`src/rtl/draw_pkg.sv`:
```
// Shared types and constants for the pixel-sweep / text painter.
package draw_pkg;

    typedef enum logic [2:0] {P0, P1, P2, P3, P4, P5, P6, IDLE} pattern_t;

    localparam logic [7:0] SPACE_CHAR = 8'h20;

    // {R,G,B} selector: 1 = channel at full scale, 0 = channel at zero
    localparam logic [2:0] SEL_WHITE   = 3'b111;
    localparam logic [2:0] SEL_CYAN    = 3'b011;
    localparam logic [2:0] SEL_RED     = 3'b100;
    localparam logic [2:0] SEL_MAGENTA = 3'b101;
    localparam logic [2:0] SEL_GREEN   = 3'b010;
    localparam logic [2:0] SEL_YELLOW  = 3'b110;
    localparam logic [2:0] SEL_NONE    = 3'b000;

    function automatic logic [2:0] pattern_sel(input pattern_t p);
        case (p)
            P0:      return SEL_WHITE;
            P1:      return SEL_CYAN;
            P2:      return SEL_RED;
            P3:      return SEL_MAGENTA;
            P4:      return SEL_GREEN;
            P5:      return SEL_YELLOW;
            default: return SEL_NONE;
        endcase
    endfunction

endpackage

```
`src/rtl/draw_text_writer.sv`:
```
// Text engine: on a key press, erases the previous message and writes a new one
// at the latched character-cell position.
module draw_text_writer import draw_pkg::*; #(
    parameter int unsigned CXW     = 5,
    parameter int unsigned CYW     = 4,
    parameter int unsigned MSG_LEN = 8
) (
    input  logic                   CLK,
    input  logic                   RST,
    input  logic                   TXT_KEY,
    input  logic [CXW+CYW-1:0]     TXT_POS,
    input  logic [8*MSG_LEN-1:0]   MSG,
    output logic [CXW-1:0]         CX,
    output logic [CYW-1:0]         CY,
    output logic [7:0]             CHAR,
    output logic                   CHAR_WE,
    output logic                   TXT_BUSY
);

    localparam int unsigned PW    = CXW + CYW;
    localparam int unsigned CNT_W = $clog2(2 * MSG_LEN);
    localparam int unsigned LAST  = 2 * MSG_LEN - 1;

    logic                 r_key_prev;
    logic [PW-1:0]        r_pos;
    logic [8*MSG_LEN-1:0] r_msg;
    logic [CNT_W-1:0]     r_cnt;
    logic [CXW-1:0]       r_cx;
    logic [CYW-1:0]       r_cy;
    logic [7:0]           r_char;
    logic                 r_char_we;
    logic                 r_busy;
    logic                 w_fall;

    assign w_fall = r_key_prev & ~TXT_KEY;

    // r_cnt indexes the cell currently presented; r_pos holds old position until the press, new after
    always_ff @(posedge CLK or posedge RST) begin
        if (RST) begin
            r_key_prev <= 1'b1;
            r_pos      <= '0;
            r_msg      <= '0;
            r_cnt      <= '0;
            r_cx       <= '0;
            r_cy       <= '0;
            r_char     <= '0;
            r_char_we  <= 1'b0;
            r_busy     <= 1'b0;
        end else begin
            r_key_prev <= TXT_KEY;
            if (!r_busy) begin
                if (w_fall) begin
                    r_pos     <= TXT_POS;
                    r_msg     <= MSG;
                    r_cnt     <= '0;
                    r_busy    <= 1'b1;
                    r_char_we <= 1'b1;
                    r_cx      <= r_pos[PW-1:CYW];
                    r_cy      <= r_pos[CYW-1:0];
                    r_char    <= SPACE_CHAR;
                end
            end else if (r_cnt == CNT_W'(LAST)) begin
                r_busy    <= 1'b0;
                r_char_we <= 1'b0;
            end else begin
                r_cnt <= r_cnt + CNT_W'(1);
                if (r_cnt == CNT_W'(MSG_LEN - 1)) begin
                    r_cx   <= r_pos[PW-1:CYW];
                    r_cy   <= r_pos[CYW-1:0];
                    r_char <= r_msg[7:0];
                    r_msg  <= r_msg >> 8;
                end else begin
                    r_cx <= r_cx + CXW'(1);
                    if (r_cnt >= CNT_W'(MSG_LEN)) begin
                        r_char <= r_msg[7:0];
                        r_msg  <= r_msg >> 8;
                    end
                end
            end
        end
    end

    assign CX       = r_cx;
    assign CY       = r_cy;
    assign CHAR     = r_char;
    assign CHAR_WE  = r_char_we;
    assign TXT_BUSY = r_busy;

endmodule

```
`src/rtl/draw_painter.sv`:
```
// Pixel sweep through seven colour patterns plus an independent text engine.
module draw_painter import draw_pkg::*; #(
    parameter int unsigned XW      = 8,
    parameter int unsigned YW      = 8,
    parameter int unsigned CW      = 3,
    parameter int unsigned HOLD_W  = 24,
    parameter int unsigned CXW     = 5,
    parameter int unsigned CYW     = 4,
    parameter int unsigned MSG_LEN = 8,
    parameter int unsigned LOOP    = 0
) (
    input  logic                 CLK,
    input  logic                 RST,
    input  logic                 TXT_KEY,
    input  logic [CXW+CYW-1:0]   TXT_POS,
    input  logic [8*MSG_LEN-1:0] MSG,
    output logic [XW-1:0]        X,
    output logic [YW-1:0]        Y,
    output logic [CW-1:0]        R,
    output logic [CW-1:0]        G,
    output logic [CW-1:0]        B,
    output logic                 PIX_WE,
    output logic                 DONE,
    output logic [CXW-1:0]       CX,
    output logic [CYW-1:0]       CY,
    output logic [7:0]           CHAR,
    output logic                 CHAR_WE,
    output logic                 TXT_BUSY
);

    localparam int unsigned AW = XW + YW;

    logic [XW-1:0]     r_x;
    logic [YW-1:0]     r_y;
    logic [CW-1:0]     r_r, r_g, r_b;
    logic              r_pix_we;
    logic              r_done;
    pattern_t          r_pat;
    logic [HOLD_W-1:0] r_hold;

    logic [AW-1:0]     w_addr_nxt;
    logic [XW-1:0]     w_x_nxt;
    logic [YW-1:0]     w_y_nxt;
    logic [CW-1:0]     w_grad_g, w_grad_b;
    logic [2:0]        w_sel;

    assign w_addr_nxt = {r_y, r_x} + AW'(1);
    assign w_x_nxt    = w_addr_nxt[XW-1:0];
    assign w_y_nxt    = w_addr_nxt[AW-1:XW];
    assign w_sel      = pattern_sel(r_pat);

    // Gradient takes the top CW bits of the new address; narrow coordinates pad at the LSBs
    if (YW >= CW) begin : g_grad_y
        assign w_grad_g = w_y_nxt[YW-1 -: CW];
    end else begin : g_grad_y_ext
        assign w_grad_g = {w_y_nxt, {(CW - YW){1'b0}}};
    end

    if (XW >= CW) begin : g_grad_x
        assign w_grad_b = w_x_nxt[XW-1 -: CW];
    end else begin : g_grad_x_ext
        assign w_grad_b = {w_x_nxt, {(CW - XW){1'b0}}};
    end

    always_ff @(posedge CLK or posedge RST) begin
        if (RST) begin
            r_x      <= '0;
            r_y      <= '0;
            r_r      <= '0;
            r_g      <= '0;
            r_b      <= '0;
            r_pix_we <= 1'b0;
            r_done   <= 1'b0;
            r_pat    <= P0;
            r_hold   <= '0;
        end else if (r_pat == IDLE) begin
            r_x      <= '0;
            r_y      <= '0;
            r_r      <= '0;
            r_g      <= '0;
            r_b      <= '0;
            r_pix_we <= 1'b0;
            r_done   <= 1'b1;
        end else begin
            {r_y, r_x} <= w_addr_nxt;
            r_pix_we   <= 1'b1;
            if (r_pat == P6) begin
                r_r <= '0;
                r_g <= w_grad_g;
                r_b <= w_grad_b;
            end else begin
                r_r <= {CW{w_sel[2]}};
                r_g <= {CW{w_sel[1]}};
                r_b <= {CW{w_sel[0]}};
            end
            r_hold <= r_hold + HOLD_W'(1);
            if (r_hold == '1) begin
                if (r_pat == P6) begin
                    r_pat <= (LOOP != 0) ? P0 : IDLE;
                end else begin
                    r_pat <= pattern_t'(r_pat + 3'd1);
                end
            end
        end
    end

    assign X      = r_x;
    assign Y      = r_y;
    assign R      = r_r;
    assign G      = r_g;
    assign B      = r_b;
    assign PIX_WE = r_pix_we;
    assign DONE   = r_done;

    draw_text_writer #(
        .CXW     (CXW),
        .CYW     (CYW),
        .MSG_LEN (MSG_LEN)
    ) u_text (
        .CLK      (CLK),
        .RST      (RST),
        .TXT_KEY  (TXT_KEY),
        .TXT_POS  (TXT_POS),
        .MSG      (MSG),
        .CX       (CX),
        .CY       (CY),
        .CHAR     (CHAR),
        .CHAR_WE  (CHAR_WE),
        .TXT_BUSY (TXT_BUSY)
    );

endmodule

```
`config.mk`:
```
export PLATFORM = sky130hd
export DESIGN_NAME = draw_painter
export DESIGN_NICKNAME = d
export VERILOG_FILES = /design/src/rtl/draw_pkg.sv /design/src/rtl/draw_text_writer.sv /design/src/rtl/draw_painter.sv
export SDC_FILE = /design/constraint.sdc
export NUM_CORES = 1
export LEC_CHECK = 0
export CAP_MARGIN = 0
export CORE_MARGIN = 10
export CORE_UTILIZATION = 54
export DETAILED_ROUTE_END_ITERATION = 6
export GPL_ROUTABILITY_DRIVEN = 0
export PLACE_DENSITY = 0.92
export SYNTH_ARGS = -nofsm -noshare
export SYNTH_HDL_FRONTEND = slang
export SYNTH_HIERARCHICAL = 1
export SYNTH_SLANG_ARGS = --single-unit
```
`constraint.sdc`:
```
create_clock -name CLK -period 7.7 [get_ports CLK]
set_clock_uncertainty 0.15 [all_clocks]
set_input_delay 2.31 -clock CLK [delete_from_list [all_inputs] [get_ports CLK]]
set_output_delay 2.31 -clock CLK [all_outputs]
set_load 0.05 [all_outputs]
```
==> metrics.cfg <==
[pwr]
swShare_pct=33.34
pwr-share-comb_pct=41.2
p_total_w=0.003412
ir_drop_uv=180.6
sw_power_w=0.001137
power.leakage_nw=4.196
cellPowerDensity_nw_per_um2=376.8
p_seq_share_pct=34.4
cell_internal_pwr_w=0.002274
power.share.clock_pct=24.4

[final_layout]
areaGrowthSynthToFinish_pct=25.64
layout-drive-gt1-share_pct=24.78
finish.utilization_pct=68.92
layout.nets=768
antenna_cells=0

[clocking]
post_cts_resize_count=0
cts-htree-levels=4
tritoncts=yes
worst_skew_pair.late_latency_ns=0.42
clk_pin_slew_ns=0.06
cts_buffers=17
cts_setup_buffers=0
cts_hold_buf=0
clock_sink_count=149
cts_root_buf=sky130_fd_sc_hd__clkbuf_16
cts_max_path_buffers=2

[logic_synthesis]
yosys_register_bits=149
synth-seq-area-share_pct=51.75
synth_flop_cell=sky130_fd_sc_hd__dfrtp_1
synthDominantCellAreaShare_pct=51.39
synth_area_leaders=sky130_fd_sc_hd__dfrtp_1, sky130_fd_sc_hd__mux2_4, sky130_fd_sc_hd__mux2_2
yosys_warnings=6
synth_cell_types=46
synth.most_common_cell=sky130_fd_sc_hd__dfrtp_1
synthesis.area_per_instance_um2=12.73
async_reset_ff_share_pct=100.0
synth_enable_flop_cells=0
syn_nets=653
syn-instance-count=566
top_post_synthesis_cells_by_count=sky130_fd_sc_hd__dfrtp_1, sky130_fd_sc_hd__mux2_2, sky130_fd_sc_hd__mux2_4, sky130_fd_sc_hd__nand2_1
synthDominantAreaCellType=sky130_fd_sc_hd__dfrtp_1
netlist_area_um2=7207

[worst_setup_path]
worst-path-buf-inv=2
critical_path.slowest_cell=sky130_fd_sc_hd__clkdlybuf4s50_1
critical-path-max-stage-delay_ns=0.96
critical_path.max_fanout=76
timing.critical_path.to_type=primary output
critical_path.startpoint_type=flop
worst_ep_arrival_time_ns=2.41
worstSetupPathType=flop to primary output
critPathRequiredTime_ns=5.24
cpLargestDelayFamily=buffers and inverters
crit_chain=buf_4 > clkdlybuf4s50_1

[die]
dieArea_um2=18370
floorplan.core_area_um2=13140
die-height_um=135.5
num_rows=42
num_io_pins=122
fp.dieW_um=135.5
starting_density_of_the_core_pct=54.86

[sta]
fmax_mhz=205.1
maxSlewViolCount=0
final_critical_path_setup_slack_ns=2.825
rsz0062_at_grt=false
finalCritPeriodShare_pct=63.31
tightest_slew_ns=1.043
final-setup-viol-count=0
setup_total_negative_slack_ns=0
timing.final.crit_period_ns=4.875
relative_slew_slack_pct=30.35
hold_viol_final=0

[drt]
drt-vias-per-instance=5.420
top_layer=met4
route.met3.wl_um=1393
wl_met1_um=7036
drt_pass1_iterations=4
drcViolationCount=0
drt_iter0_markers=265
wl_per_cell_um=19.34
totalWireLength_um=16820
antenna_left=0
vias=4715
dr_wl_met2_um=8140

[place]
placed_wire_length_estimate_after_detailed_placement_um=11530
placement.io_buffers=121
post-place-ws_ns=2.949

[global_routing]
first_global_vias=5130
antenna_found_initial=0
first_pass_grt_wire_length_um=27480
grtUsageTotal_pct=18.90
grt-ovfl-total=0
grt_max_degree=78

[worst_hold_path]
hp-class=flop to flop

[flow_run]
maxCapViolations=0

[outcome]
run_status=completed

==> routing by layer <==
metal,vias up,track usage [%]
met2,149,30.11
met1,2350,22.88
li1,2193,-
met3,23,7.864
met4,0,5.861
met5,-,0
==> placed cells by master, fill, tap and decap left out, types with 2 or more instances in the layout <==
master / synthesis / final
sky130_fd_sc_hd__buf_4: 2 / 3
sky130_fd_sc_hd__a21o_1: 9 / 8
sky130_fd_sc_hd__clkbuf_16: 0 / 17
sky130_fd_sc_hd__and3_1: 16 / 16
sky130_fd_sc_hd__o2bb2ai_1: 2 / 2
sky130_fd_sc_hd__dfrtp_1: 148 / 147
sky130_fd_sc_hd__mux2_2: 66 / 66
sky130_fd_sc_hd__a21oi_1: 13 / 13
sky130_fd_sc_hd__mux2_4: 55 / 55
sky130_fd_sc_hd__xor2_1: 20 / 20
sky130_fd_sc_hd__nor2_1: 24 / 24
sky130_fd_sc_hd__and4_1: 5 / 5
sky130_fd_sc_hd__clkdlybuf4s50_1: 0 / 121
sky130_fd_sc_hd__and4b_1: 2 / 2
sky130_fd_sc_hd__nand2_1: 45 / 45
sky130_fd_sc_hd__inv_1: 19 / 17
sky130_fd_sc_hd__clkbuf_8: 0 / 2
sky130_fd_sc_hd__ha_1: 11 / 11
sky130_fd_sc_hd__bufinv_16: 0 / 2
sky130_fd_sc_hd__clkinv_4: 0 / 4
sky130_fd_sc_hd__inv_6: 0 / 3
sky130_fd_sc_hd__o21ai_0: 17 / 17
sky130_fd_sc_hd__mux2i_1: 5 / 5
sky130_fd_sc_hd__clkinv_2: 0 / 2
sky130_fd_sc_hd__and2_1: 4 / 4
sky130_fd_sc_hd__clkinvlp_4: 0 / 2
sky130_fd_sc_hd__nor2b_1: 4 / 4
sky130_fd_sc_hd__xnor2_1: 17 / 17
sky130_fd_sc_hd__nand4_1: 12 / 12
sky130_fd_sc_hd__nand3_1: 24 / 24
==> power groups by stage <==
stage / Combinational (W) / Sequential, W / Clock, W
5_1_grt: 0.00150 / 0.00120 / 0.000880
2_1_floorplan: 0.00105 / 0.00128 / 0
6_report: 0.00141 / 0.00117 / 0.000831
3_5_place_dp: 0.00140 / 0.00118 / 0
4_1_cts: 0.00141 / 0.00117 / 0.000844
3_3_place_gp: 0.00134 / 0.00117 / 0
==> stage by stage <==
step / hold slack, ns / std cells / instance area [µm²]
global route: 0.3366 / 870 / 9055
global placement: 0.3021 / 838 / 8456
finish: 0.3230 / 870 / 9055
floorplan: 0.2881 / 566 / 7207
CTS: 0.3240 / 870 / 9055
detailed placement: 0.3103 / 838 / 8456
==> worst register-to-register path: stages, from the launching register on <==
cell	delay, ns
sky130_fd_sc_hd__dfrtp_2	0.38
sky130_fd_sc_hd__buf_4	0.38
sky130_fd_sc_hd__nor3b_2	0.28
sky130_fd_sc_hd__buf_4	0.27
sky130_fd_sc_hd__a21o_4	0.80
sky130_fd_sc_hd__mux2_2	0.47
==> flip-flops by register name (all words and copies together), names as in the netlist, 4 cells and up <==
signal,flops
r_hold,24
u_text/r_cnt,4
u_text/CHAR,8
Y,8
u_text/CX,5
X,8
u_text/r_pos,9
u_text/CY,4
u_text/r_msg,64
==> area by class of cell <==
| type | count | area [µm²] |
|---|---|---|
| sequential | 149 | 3731 |
| clock buffer | 19 | 452.9 |
| timing repair buffer | 124 | 1234 |
| inverter | 19 | 73.82 |
| fill | 880 | 4083 |
| tap | 176 | 220.2 |
| multi-input combinational | 370 | 3197 |
| clock inverter | 13 | 146.4 |
==> logic make-up (layout without fill, tap and decap cells) <==
| kind of cell | after synthesis | after routing | share of synthesized area (%) |
|---|---|---|---|
| AO/OA/AOI/OAI | 47 | 47 | 3.976 |
| XOR/XNOR | 38 | 38 | 4.879 |
| adder cells (fa/ha/maj) | 11 | 11 | 1.910 |
| buffers and inverters | 47 | 175 | 4.062 |
| flip-flops | 149 | 149 | 51.75 |
| multiplexers | 126 | 126 | 22.47 |
| AND/OR/NAND/NOR | 148 | 148 | 10.96 |
==> final timing paths <==
path / end / slack [ns] / from / cells after the start
setup / recovery: TXT_BUSY / 2.83 / u_text/TXT_BUSY / 2
hold / removal: u_text/r_msg[59] / 0.32 / u_text/r_msg[59] / 1
setup reg to reg: u_text/r_msg[42] / 4.86 / u_text/TXT_BUSY / 5
hold reg to reg: u_text/r_msg[59] / 0.32 / u_text/r_msg[59] / 1
max in group asynchronous: u_text/r_msg[15] / 4.07 / RST / 3
min in group asynchronous: u_text/r_pos[1] / 2.11 / RST / 2
No activity file was read; power rests on OpenSTA's default activity.
